<file path="config.mk">
export PLATFORM = sky130hd
export DESIGN_NAME = impulse_arbiter_flat
export DESIGN_NICKNAME = d
export VERILOG_FILES = /design/src/rtl/impulse_arbiter_if.sv /design/src/rtl/impulse_arbiter.sv /design/src/flat_wrapper.sv
export SDC_FILE = /design/constraint.sdc
export NUM_CORES = 1
export LEC_CHECK = 0
export ABC_CLOCK_PERIOD_IN_PS = 2100
export BUFFER_PORTS_ARGS = -buffer_cell sky130_fd_sc_hd__buf_2
export CORE_UTILIZATION = 49
export DETAILED_ROUTE_END_ITERATION = 6
export PLACE_DENSITY = 0.89
export RECOVER_POWER = 25
export SYNTH_ARGS = -nofsm -noshare
export SYNTH_HDL_FRONTEND = slang
export SYNTH_SLANG_ARGS = --single-unit
export TNS_END_PERCENT = 1
</file>
<file path="constraint.sdc">
create_clock -name clock -period 2.1 [get_ports clock]
set_clock_uncertainty 0.2 [all_clocks]
set_input_delay 0.105 -clock clock [delete_from_list [all_inputs] [get_ports clock]]
set_output_delay 0.105 -clock clock [all_outputs]
set_load 0.02 [all_outputs]
</file>
<file path="src/rtl/impulse_arbiter_if.sv">
// impulse_arbiter_if: handshake bundle between the two producers, the
// arbiter and the impulse generator.
//   numero_a/dav_a_/rfd_a : producer A offer (/dav-rfd, dav active low)
//   numero_b/dav_b_/rfd_b : producer B offer
//   numero/dav_/rfd       : downstream offer to the impulse generator
//   grant                 : producer owning the current/last transaction (0=A)
//   busy                  : arbiter not idle
// Modports:
//   slave  - the arbiter's view
//   master - the environment's view (producers plus generator)
interface impulse_arbiter_if #(
  parameter int WIDTH = 8
);
  logic [WIDTH-1:0] numero_a;
  logic             dav_a_;
  logic             rfd_a;
  logic [WIDTH-1:0] numero_b;
  logic             dav_b_;
  logic             rfd_b;
  logic [WIDTH-1:0] numero;
  logic             dav_;
  logic             rfd;
  logic             grant;
  logic             busy;

  modport slave (
    input  numero_a, dav_a_, numero_b, dav_b_, rfd,
    output rfd_a, rfd_b, numero, dav_, grant, busy
  );

  modport master (
    output numero_a, dav_a_, numero_b, dav_b_, rfd,
    input  rfd_a, rfd_b, numero, dav_, grant, busy
  );
endinterface

</file>
<file path="src/rtl/impulse_arbiter.sv">
// impulse_arbiter: shares one impulse generator between producers A and B.
// A producer's pulse length is latched on selection, acknowledged, and then
// replayed to the generator. A zero length is acknowledged and dropped.
//
// Ports:
//   clock  - system clock, rising edge
//   reset_ - asynchronous reset, active low
//   bus    - impulse_arbiter_if.slave (producer A/B and generator handshakes,
//            grant, busy)
//
// Build option:
//   IMPULSE_ARBITER_FIXED_PRIO_EN - when defined, A always wins a simultaneous
//   request; otherwise a tie goes to the producer that did not hold grant.
//
// state  | meaning
// S_IDLE | both producers may offer, generator handshake idle
// S_ACK  | winner acknowledged (rfd low), waiting for its dav to rise
// S_WAIT | value held, waiting for the generator to be idle (rfd high)
// S_SEND | value offered to the generator (dav_ low), waiting for rfd low
// S_REL  | dav_ released for one cycle before returning to S_IDLE
module impulse_arbiter #(
  parameter int WIDTH = 8
) (
  input  logic              clock,
  input  logic              reset_,
  impulse_arbiter_if.slave  bus
);

  typedef enum logic [2:0] {
    S_IDLE = 3'd0,
    S_ACK  = 3'd1,
    S_WAIT = 3'd2,
    S_SEND = 3'd3,
    S_REL  = 3'd4
  } state_t;

  state_t           state_q, state_d;
  logic [WIDTH-1:0] data_q, data_d;
  logic [WIDTH-1:0] numero_q, numero_d;
  logic             grant_q, grant_d;
  logic             rfd_a_q, rfd_a_d;
  logic             rfd_b_q, rfd_b_d;
  logic             dav_q, dav_d;
  logic             busy_q, busy_d;

  logic             req_a, req_b;
  logic             pick_b;
  logic             own_dav_high;

  always_comb begin
    state_d      = state_q;
    data_d       = data_q;
    grant_d      = grant_q;
    req_a        = ~bus.dav_a_;
    req_b        = ~bus.dav_b_;
    pick_b       = 1'b0;
    own_dav_high = grant_q ? bus.dav_b_ : bus.dav_a_;

    case (state_q)
      S_IDLE: begin
        if (req_a || req_b) begin
          if (req_a && req_b) begin
`ifdef IMPULSE_ARBITER_FIXED_PRIO_EN
            pick_b = 1'b0;
`else
            // Round-robin: the tie goes to whoever did not win last time.
            pick_b = ~grant_q;
`endif
          end else begin
            pick_b = req_b;
          end
          data_d  = pick_b ? bus.numero_b : bus.numero_a;
          grant_d = pick_b;
          state_d = S_ACK;
        end
      end
      S_ACK: begin
        if (own_dav_high) begin
          state_d = (data_q == '0) ? S_IDLE : S_WAIT;
        end
      end
      S_WAIT: begin
        if (bus.rfd) begin
          state_d = S_SEND;
        end
      end
      S_SEND: begin
        if (!bus.rfd) begin
          state_d = S_REL;
        end
      end
      S_REL: begin
        state_d = S_IDLE;
      end
      default: begin
        state_d = S_IDLE;
      end
    endcase

    // Outputs are decoded from the next state so they change on the same
    // edge as the transition.
    rfd_a_d  = !(state_d == S_ACK && !grant_d);
    rfd_b_d  = !(state_d == S_ACK && grant_d);
    dav_d    = (state_d != S_SEND);
    numero_d = (state_d == S_SEND) ? data_q : numero_q;
    busy_d   = (state_d != S_IDLE);
  end

  always_ff @(posedge clock or negedge reset_) begin
    if (!reset_) begin
      state_q  <= S_IDLE;
      data_q   <= '0;
      numero_q <= '0;
      grant_q  <= 1'b1;
      rfd_a_q  <= 1'b1;
      rfd_b_q  <= 1'b1;
      dav_q    <= 1'b1;
      busy_q   <= 1'b0;
    end else begin
      state_q  <= state_d;
      data_q   <= data_d;
      numero_q <= numero_d;
      grant_q  <= grant_d;
      rfd_a_q  <= rfd_a_d;
      rfd_b_q  <= rfd_b_d;
      dav_q    <= dav_d;
      busy_q   <= busy_d;
    end
  end

  assign bus.rfd_a  = rfd_a_q;
  assign bus.rfd_b  = rfd_b_q;
  assign bus.dav_   = dav_q;
  assign bus.numero = numero_q;
  assign bus.grant  = grant_q;
  assign bus.busy   = busy_q;

endmodule

</file>
<file path="src/flat_wrapper.sv">
// flat-port wrapper written by rule: the top's interface ports become plain ports
module impulse_arbiter_flat 
#(
  parameter int WIDTH = 8
)
  (clock, reset_, bus_numero_a, bus_dav_a_, bus_numero_b, bus_dav_b_, bus_rfd, bus_rfd_a, bus_rfd_b, bus_numero, bus_dav_, bus_grant, bus_busy);
  impulse_arbiter_if #(.WIDTH(WIDTH)) bus_i ();
  input  logic clock;
  input  logic reset_;
  input wire logic [$bits(bus_i.numero_a)-1:0] bus_numero_a;
  input wire logic [$bits(bus_i.dav_a_)-1:0] bus_dav_a_;
  input wire logic [$bits(bus_i.numero_b)-1:0] bus_numero_b;
  input wire logic [$bits(bus_i.dav_b_)-1:0] bus_dav_b_;
  input wire logic [$bits(bus_i.rfd)-1:0] bus_rfd;
  output wire logic [$bits(bus_i.rfd_a)-1:0] bus_rfd_a;
  output wire logic [$bits(bus_i.rfd_b)-1:0] bus_rfd_b;
  output wire logic [$bits(bus_i.numero)-1:0] bus_numero;
  output wire logic [$bits(bus_i.dav_)-1:0] bus_dav_;
  output wire logic [$bits(bus_i.grant)-1:0] bus_grant;
  output wire logic [$bits(bus_i.busy)-1:0] bus_busy;
  assign bus_i.numero_a = bus_numero_a;
  assign bus_i.dav_a_ = bus_dav_a_;
  assign bus_i.numero_b = bus_numero_b;
  assign bus_i.dav_b_ = bus_dav_b_;
  assign bus_i.rfd = bus_rfd;
  assign bus_rfd_a = bus_i.rfd_a;
  assign bus_rfd_b = bus_i.rfd_b;
  assign bus_numero = bus_i.numero;
  assign bus_dav_ = bus_i.dav_;
  assign bus_grant = bus_i.grant;
  assign bus_busy = bus_i.busy;
  impulse_arbiter #(.WIDTH(WIDTH)) u_core (.clock(clock), .reset_(reset_), .bus(bus_i));
endmodule
</file>
==> impl_metrics.json, run 1 <==
{
  "antenna_found_initial": 0,
  "ys_warn_count": 0,
  "yosys.area.top_type_share_pct": 46.3,
  "initial_utilization_pct": 53.4,
  "fin_crit_ns": 1.75,
  "drc": 0,
  "synth_top_family_by_area": "simple AND/OR/NAND/NOR gates",
  "placed_area_sq_um": 1260,
  "grt_pass1_wl_microns": 3960,
  "r2r-end": "u_core.bus.rfd_a$_DFF_PN1_",
  "cts_tree": "built",
  "drt_wl_total_microns": 2360,
  "rr_worst_depth": 3,
  "synth-adder-area-share_pct": 0,
  "power.total_mw": 1.92,
  "ys_ff_latch": 24,
  "grtUsageTotal_pct": 22.3,
  "syn_area_sq_um": 1080,
  "clk_latency_ns": 0.31,
  "via_per_inst": 5.53,
  "syn_inst": 93,
  "nets": 167,
  "final_area_sq_um": 1470,
  "fp.coreArea_sq_um": 2020,
  "met1_usage_pct": 27.7,
  "grt_max_degree": 25,
  "clock_sinks": 24,
  "synth-simple-area-share_pct": 16.2,
  "worstSetupPathType": "flip-flop to flip-flop",
  "met3_usage_pct": 2.18,
  "yosysUniqueCellTypes": 30,
  "worstPathCellList": "nor2b_1 > a2bb2oi_1 > or2_1",
  "pin_count": 34,
  "finalHoldViolCount": 0,
  "critPathRequiredTime_ns": 2.15,
  "min_path_type": "input port to flip-flop",
  "p_leak_nw": 0.610,
  "ys_top_cells_by_area": "dfrtp_1 46%, dfstp_2 9.7%, mux2_2 9.4%",
  "setup_viol": 0,
  "synth_mux_area_share_pct": 9.39,
  "slew_headroom_pct": 16.3,
  "synthXorXnorAreaFrac_pct": 0,
  "met2_usage_pct": 38.0,
  "timing.fmax_mhz": 571,
  "cp-start-kind": "flip-flop",
  "synth_compound_area_share_pct": 15.8,
  "ir_worst_vdd_uv": 832,
  "syn_nets": 114,
  "die_h_microns": 48.9,
  "regToRegStartpoint": "u_core.bus.grant$_DFF_PN1_",
  "antenna_left": 0,
  "synth_ff_type": "dfrtp_1",
  "wl_per_cell_microns": 13.7,
  "synth_edf_count": 0,
  "std_cell_rows": 16,
  "dp_hpwl_microns": 1630,
  "crit_fanout": 9,
  "outcome": "complete, no violations",
  "ys_seq_area_share_pct": 56.1,
  "critPathLaunch": "u_core.bus.grant$_DFF_PN1_",
  "crit_end": "u_core.bus.rfd_a$_DFF_PN1_",
  "synthArstFlopShare_pct": 100,
  "ff2ff_setup_slack_ns": 0.35,
  "worst_pin_slew_ns": 1.25,
  "die-width_microns": 48.9,
  "power_density_nw_per_um2": 1310,
  "overflow": 0,
  "syn2layout_area_growth_pct": 35.9,
  "globalRoute.busiestLayer": "met2",
  "synth_commonest_cells": "20 x dfrtp_1, 9 x mux2_2, 9 x nand3_1",
  "synth.avg_cell_area_sq_um": 11.6,
  "cts_buffers": 3,
  "cp_slowest_cell": "dfstp_2",
  "synth_most_common_cell": "dfrtp_1",
  "worst_slack_ns": 0.350,
  "die_area_sq_um": 2400,
  "drt_iter0_drc": 12,
  "htreeDepth": 1,
  "drt_pass1_iterations": 4,
  "tns_ns": 0,
  "grt_setup_unrepaired": "false",
  "period_share_pct": 83.3,
  "pre_cts_ws_ns": 0.420,
  "gp_congestion": 0.814,
  "fin_cells": 172,
  "max_cap_viol_count": 0,
  "slew_viol_final": 0,
  "drive_gt1_share_pct": 37.2,
  "worst_hold_slack_ns": 0.0542,
  "utilization_pct": 72.6,
  "port_buffers": 33,
  "routed-via-count": 952,
  "path_clk_slew_ns": 0.13,
  "synth_area_leader_cell": "dfrtp_1",
  "root_buffer": "clkbuf_4",
  "cts.path.max_buffers": 2,
  "antennaDiodeCount": 0,
  "max_stage_delay_ns": 0.60,
  "cp_data_arrival_time_ns": 1.80,
  "dp.cells": 150,
  "cp-end-kind": "flip-flop",
  "grt_pass1_vias": 896
}
[power breakdown]
part | total [mW] | switching, mW | internal, mW | leakage [nW]
clock network | 0.205 | 0.131 | 0.0741 | 0.0150
registers | 0.872 | 0.167 | 0.705 | 0.271
logic | 0.846 | 0.460 | 0.386 | 0.325
total | 1.92 | 0.758 | 1.16 | 0.610
[timing repair]
item                                   CTS  global route
endpoints found under the hold margin   35             0
buffers inserted                         0             0
resized for setup                        0             0
hold buffers                            18             0
[worst max-delay path, delay by kind of cell, from the launching register on]
| family | cells | cell delay, ns |
|---|---|---|
| AND/OR/NAND/NOR | 2 | 0.70 |
| AO/OA/AOI/OAI | 1 | 0.19 |
| flip-flops | 1 | 0.60 |
[worst min path at each step]
| stage | cells after the start | start | end | slack (ns) |
|---|---|---|---|---|
| floorplan | 0 | reset_ | u_core.bus.busy$_DFF_PN0_ | -0.39 |
| global placement | 1 | reset_ | u_core.state_q[1]$_DFF_PN0_ | -0.10 |
| detailed placement | 1 | reset_ | u_core.bus.numero[6]$_DFFE_PN0N_ | -0.09 |
| CTS | 3 | bus_dav_b_ | u_core.bus.grant$_DFF_PN1_ | 0.04 |
| global route | 3 | bus_dav_b_ | u_core.data_q[3]$_DFFE_PN0P_ | 0.06 |
| finish | 3 | bus_dav_b_ | u_core.data_q[1]$_DFFE_PN0P_ | 0.05 |
[sequential cells by signal, summed over array words and instances, names as in the netlist]
register / cells
u_core.bus.numero: 8
u_core.data_q: 8
u_core.state_q: 3
u_core.bus.busy: 1
u_core.bus.dav_: 1
u_core.bus.grant: 1
u_core.bus.rfd_a: 1
u_core.bus.rfd_b: 1
[cell type report]
cell class	instances	area, sq um
Sequential cell	24	606
Fill cell	143	554
Multi-Input combinational cell	64	447
Timing Repair Buffer	52	352
Tap cell	27	33.8
Clock buffer	4	26.3
Inverter	1	3.75
[per-layer routing]
| layer | share of wire, % | routed length (microns) |
|---|---|---|
| met1 | 43 | 1020 |
| met5 | 0 | 0 |
| met4 | 2.6 | 61 |
| met3 | 4.5 | 106 |
| met2 | 49 | 1170 |
[logic make-up (layout without fill, tap and decap cells)]
family | Yosys count | after routing
and+or+nand+nor | 32 | 32
muxes | 9 | 9
DFF | 24 | 24
buffers and inverters | 5 | 57
AOI/OAI and AO/OA | 23 | 23
[placed cells by master (no fill, tap or decap), drive strengths merged]
| cell | instances |
|---|---|
| buf | 33 |
| dfrtp | 20 |
| dlygate4sd3 | 18 |
| mux2 | 9 |
| nand3 | 9 |
| o21ai | 9 |
| nor2 | 9 |
| a31oi | 8 |
| clkbuf | 5 |
| dfstp | 4 |
| nor2b | 2 |
| or4 | 2 |
| a21oi | 2 |
| nand3b | 2 |
| nand2b | 2 |
| or2b | 1 |
| o2111ai | 1 |
| nor3b | 1 |
| clkinv | 1 |
| o211ai | 1 |
| nand2 | 1 |
| nor4 | 1 |
| nor3 | 1 |
| a2bb2oi | 1 |
| or2 | 1 |
| a2111oi | 1 |
Power figures use the tool's default switching activity.
==> run 2, diff against run 1 <==
--- a/config.mk
+++ b/config.mk
@@ -5,7 +5,7 @@
 export SDC_FILE = /design/constraint.sdc
 export NUM_CORES = 1
 export LEC_CHECK = 0
-export ABC_CLOCK_PERIOD_IN_PS = 2100
+export ABC_CLOCK_PERIOD_IN_PS = 1700
 export BUFFER_PORTS_ARGS = -buffer_cell sky130_fd_sc_hd__buf_2
 export CORE_UTILIZATION = 49
 export DETAILED_ROUTE_END_ITERATION = 6
==> constraint.sdc (replaced) <==
create_clock -name clock -period 1.7 [get_ports clock]
set_clock_uncertainty 0.2 [all_clocks]
set_input_delay 0.085 -clock clock [delete_from_list [all_inputs] [get_ports clock]]
set_output_delay 0.085 -clock clock [all_outputs]
set_load 0.02 [all_outputs]
==> impl_metrics.json, run 2 (same netlist as run 1, synthesis figures left out) <==
{
  "slew_viol_final": 0,
  "antenna_found_initial": 0,
  "slew_headroom_pct": 61.6,
  "fp.coreArea_sq_um": 2020,
  "timing.fmax_mhz": 607,
  "gp_congestion": 0.776,
  "clk_latency_ns": 0.30,
  "initial_utilization_pct": 53.4,
  "min_path_type": "input port to flip-flop",
  "crit_fanout": 3,
  "worstSetupPathType": "flip-flop to flip-flop",
  "wl_per_cell_microns": 15.2,
  "hold_buffers": 18,
  "root_buffer": "clkbuf_4",
  "routed-via-count": 964,
  "power_density_nw_per_um2": 1650,
  "fin_crit_ns": 1.65,
  "antenna_left": 0,
  "period_share_pct": 96.9,
  "std_cell_rows": 16,
  "grt_max_degree": 25,
  "finalHoldViolCount": 0,
  "post_cts_resized": 0,
  "grt_pass1_vias": 1035,
  "drt_iter0_drc": 9,
  "pin_count": 34,
  "ir_worst_vdd_uv": 889,
  "drt_wl_total_microns": 2690,
  "port_buffers": 33,
  "drc": 0,
  "worst_pin_slew_ns": 0.576,
  "syn2layout_area_growth_pct": 41.6,
  "cp_slowest_cell": "or4_1",
  "tns_ns": 0,
  "setup_viol": 0,
  "die-width_microns": 48.9,
  "max_cap_viol_count": 0,
  "p_leak_nw": 0.648,
  "via_per_inst": 5.45,
  "cts.path.max_buffers": 2,
  "antennaDiodeCount": 0,
  "cts_buffers": 3,
  "final_common_cell": "buf_2",
  "clock_sinks": 24,
  "grtUsageTotal_pct": 24.2,
  "grt_setup_unrepaired": "false",
  "worst_hold_slack_ns": 0.0451,
  "die_area_sq_um": 2400,
  "max_stage_delay_ns": 0.55,
  "cts_tree": "built",
  "post_cts_buffers": 0,
  "overflow": 0,
  "grt_pass1_wl_microns": 4330,
  "dp_hpwl_microns": 1790,
  "cp-start-kind": "flip-flop",
  "die_h_microns": 48.9,
  "htreeDepth": 1,
  "critPathRequiredTime_ns": 1.68,
  "drt_pass1_iterations": 4,
  "cp_data_arrival_time_ns": 1.63,
  "nets": 172,
  "outcome": "complete, no violations",
  "worstPathCellList": "or4_1 > o2111ai_1 > o21ai_1",
  "drive_gt1_share_pct": 40.7,
  "cp-end-kind": "flip-flop",
  "cp_top_family": "simple AND/OR/NAND/NOR gates",
  "crit_buf_inv": 0,
  "path_clk_slew_ns": 0.13,
  "layout_common_cells": "32 x buf_2, 20 x dfrtp_1, 18 x dlygate4sd3_1"
}
run 2: area by class of cell:
| class | instances | area (sq um) |
|---|---|---|
| Clock buffer | 4 | 36.3 |
| Fill cell | 126 | 493 |
| Inverter | 1 | 3.75 |
| Multi-Input combinational cell | 64 | 447 |
| Sequential cell | 24 | 606 |
| Tap cell | 27 | 33.8 |
| Timing Repair Buffer | 57 | 403 |
run 2: routing by layer:
metal  global-route usage [%]  vias to the layer above  wire [microns]
met3                     2.18                        2              80
li1                         -                      458               -
met2                     45.4                       30            1450
met5                        0                        -               0
met1                     28.0                      474            1130
met4                     9.80                        0              23
run 2: worst reg2reg max path, cell delays in order (launching register included):
cell and delay, ns:
dfrtp_1 0.42, or4_1 0.55, o2111ai_1 0.25, o21ai_1 0.11
run 2: metrics by stage:
step           total power, mW  std cells  worst slack [ns]  util (%)  area, sq um
6_report                  2.53        177            0.0531      75.6         1530
5_1_grt                   2.67        177            0.0105      75.6         1530
4_1_cts                   2.53        177            0.0832      75.6         1530
3_5_place_dp              2.22        155             0.110      64.9         1310
3_3_place_gp              2.15        155             0.149      64.9         1310
2_1_floorplan             1.81         93             0.125         -         1080
run 2: worst paths after layout:
check	startpoint	endpoint	slack, ns	depth (start not counted)
max	u_core.data_q[1]$_DFFE_PN0P_	u_core.state_q[1]$_DFF_PN0_	0.05	3
min	bus_dav_b_	u_core.bus.grant$_DFF_PN1_	0.05	3
max in group asynchronous	reset_	u_core.bus.rfd_b$_DFF_PN1_	0.82	2
min in group asynchronous	reset_	u_core.bus.numero[5]$_DFFE_PN0N_	0.10	2
min reg2reg	u_core.state_q[2]$_DFF_PN0_	u_core.state_q[0]$_DFF_PN0_	0.25	1
max reg2reg	u_core.data_q[1]$_DFFE_PN0P_	u_core.state_q[1]$_DFF_PN0_	0.05	3
run 2: power breakdown:
part	internal [mW]	switching (mW)
clock network	0.130	0.155
registers	0.872	0.222
logic	0.537	0.613
==> run 3, diff against run 2 <==
--- a/config.mk
+++ b/config.mk
@@ -5,11 +5,12 @@
 export SDC_FILE = /design/constraint.sdc
 export NUM_CORES = 1
 export LEC_CHECK = 0
-export ABC_CLOCK_PERIOD_IN_PS = 1700
+export ABC_CLOCK_PERIOD_IN_PS = 1500
 export BUFFER_PORTS_ARGS = -buffer_cell sky130_fd_sc_hd__buf_2
-export CORE_UTILIZATION = 49
+export CORE_UTILIZATION = 44
 export DETAILED_ROUTE_END_ITERATION = 6
-export PLACE_DENSITY = 0.89
+export GPL_TIMING_DRIVEN = 0
+export PLACE_DENSITY = 0.85
 export RECOVER_POWER = 25
 export SYNTH_ARGS = -nofsm -noshare
 export SYNTH_HDL_FRONTEND = slang
==> constraint.sdc (replaced) <==
create_clock -name clock -period 1.5 [get_ports clock]
set_clock_uncertainty 0.2 [all_clocks]
set_input_delay 0.075 -clock clock [delete_from_list [all_inputs] [get_ports clock]]
set_output_delay 0.075 -clock clock [all_outputs]
set_load 0.02 [all_outputs]
==> impl_metrics.json, run 3 (same netlist as run 1, synthesis figures left out) <==
{
  "die_area_sq_um": 2660,
  "comb_power_share_pct": 52.8,
  "drt_wl_total_microns": 3470,
  "syn2layout_area_growth_pct": 56.7,
  "highest_layer": "met4",
  "std_cell_rows": 17,
  "slew_viol_final": 0,
  "tns_ns": -1.07,
  "worstSetupPathType": "flip-flop to flip-flop",
  "overflow": 0,
  "htreeDepth": 1,
  "port_buffers": 33,
  "pin_count": 34,
  "regToRegStartpoint": "u_core.state_q[1]$_DFF_PN0_",
  "violations": "setup timing",
  "finalHoldViolCount": 0,
  "power.total_mw": 3.40,
  "antenna_left": 0,
  "clock_sinks": 24,
  "grt_setup_unrepaired": "true",
  "final_area_sq_um": 1690,
  "via_per_inst": 5.85,
  "layout_common_cells": "32 x buf_2, 18 x dlygate4sd3_1, 17 x dfrtp_1",
  "cts_tree": "built",
  "cp-end-kind": "flip-flop",
  "switching_share_pct": 41.0,
  "clk_latency_ns": 0.32,
  "critPathLaunch": "u_core.state_q[1]$_DFF_PN0_",
  "timing.fmax_mhz": 589,
  "root_buffer": "clkbuf_4",
  "antenna_found_initial": 0,
  "antennaDiodeCount": 0,
  "drc": 0,
  "fin_crit_ns": 1.70,
  "worst_pin_slew_ns": 0.585,
  "die_h_microns": 51.5,
  "min_path_type": "input port to flip-flop",
  "grt_pass1_vias": 1046,
  "die-width_microns": 51.5,
  "clkPwrFrac_pct": 10.1,
  "final_common_cell": "buf_2",
  "grt_pass1_wl_microns": 4730,
  "drt_pass1_iterations": 4,
  "path_clk_slew_ns": 0.13,
  "cp_data_arrival_time_ns": 1.72,
  "setup_viol": 13,
  "ir_worst_vdd_uv": 1130,
  "slew_headroom_pct": 61.0,
  "max_cap_viol_count": 0,
  "drt_iter0_drc": 25,
  "fp.coreArea_sq_um": 2250,
  "crit_fanout": 6,
  "cts_buffers": 3,
  "worst_slack_ns": -0.197,
  "nets": 181,
  "initial_utilization_pct": 47.9,
  "p_switching_mw": 1.39,
  "period_share_pct": 113,
  "dp_hpwl_microns": 1840,
  "drive_gt1_share_pct": 51.6,
  "internal_power_mw": 2.01,
  "power_density_nw_per_um2": 2010,
  "cts.path.max_buffers": 2,
  "critPathRequiredTime_ns": 1.52,
  "wl_met3_microns": 201,
  "wl_met1_microns": 1360,
  "p_leak_nw": 0.707,
  "routed-via-count": 1094,
  "grt_max_degree": 25,
  "power_frac_seq_pct": 37.1,
  "cp-start-kind": "flip-flop",
  "min_from": "bus_dav_b_",
  "outcome": "finished with violations",
  "fillCellCount": 137,
  "placed_area_sq_um": 1280,
  "grtUsageTotal_pct": 25.0,
  "gp_congestion": 0.776,
  "wl_per_cell_microns": 18.5,
  "dr_wl_met2_microns": 1850
}
run 3: cell count changes in the layout (fill, tap and decap cells not counted), sizes merged:
cell	before	now
clkbuf	5	8
buf	38	44
run 3: critical path: stages (launching register included):
cell	delay (ns)
dfrtp_2	0.48
a2111oi_4	0.35
buf_6	0.19
buf_6	0.11
nor2_2	0.03
a31oi_1	0.24
run 3: power by group through the flow:
stage          sequential [mW]  clock, mW  combinational (mW)
3_3_place_gp              1.21          0                1.15
6_report                  1.26      0.345                1.80
3_5_place_dp              1.24          0                1.20
5_1_grt                   1.29      0.374                1.89
2_1_floorplan             1.41          0               0.645
4_1_cts                   1.21      0.339                1.46
run 3: worst paths after layout:
check / end / slack [ns] / cells past startpoint
setup / recovery: u_core.data_q[1]$_DFFE_PN0P_ / -0.20 / 5
hold / removal: u_core.data_q[4]$_DFFE_PN0P_ / 0.05 / 5
setup reg to reg: u_core.data_q[1]$_DFFE_PN0P_ / -0.20 / 5
hold reg to reg: u_core.bus.numero[2]$_DFFE_PN0N_ / 0.32 / 1
max in group asynchronous: u_core.state_q[0]$_DFF_PN0_ / 0.61 / 2
min in group asynchronous: u_core.data_q[4]$_DFFE_PN0P_ / 0.08 / 2
run 3: metrics by stage:
stage | util [%] | setup slack [ns] | cells | hold WS [ns]
after detailed placement | 56.9 | -0.191 | 154 | -0.126
after global routing | 75.0 | -0.240 | 187 | 0.0705
after floorplan | - | -0.0357 | 93 | -0.421
after global placement | 56.9 | -0.162 | 154 | -0.133
after CTS | 70.3 | -0.0555 | 185 | 0.0554
final | 75.0 | -0.197 | 187 | 0.0521
run 3: final cells by class:
| cell class | instances | area (sq um) | area share, % |
|---|---|---|---|
| Sequential cell | 24 | 609 | 36.0 |
| Clock buffer | 4 | 36.3 | 2.14 |
| Multi-Input combinational cell | 64 | 524 | 31.0 |
| Buffer | 4 | 30.0 | 1.78 |
| Timing Repair Buffer | 62 | 453 | 26.8 |
| Tap cell | 28 | 35.0 | 2.07 |
| Inverter | 1 | 3.75 | 0.222 |
run 3: layer usage:
metal  GRT usage (%)  vias to the layer above
met4            8.11                        0
met5               0                        -
met3            2.63                        6
met2            47.4                       57
met1            28.9                      555
li1                -                      476
run 3: what timing repair did:
| item | 4_1_cts | 5_1_grt |
|---|---|---|
| setup buffers | 9 | 1 |
| cloned | 0 | 1 |
| pin swaps | 3 | 7 |
| gates resized for setup | 5 | 16 |
| hold endpoints to repair | 36 | 0 |
| setup endpoints to repair | 19 | 22 |
| hold buffers | 18 | 0 |
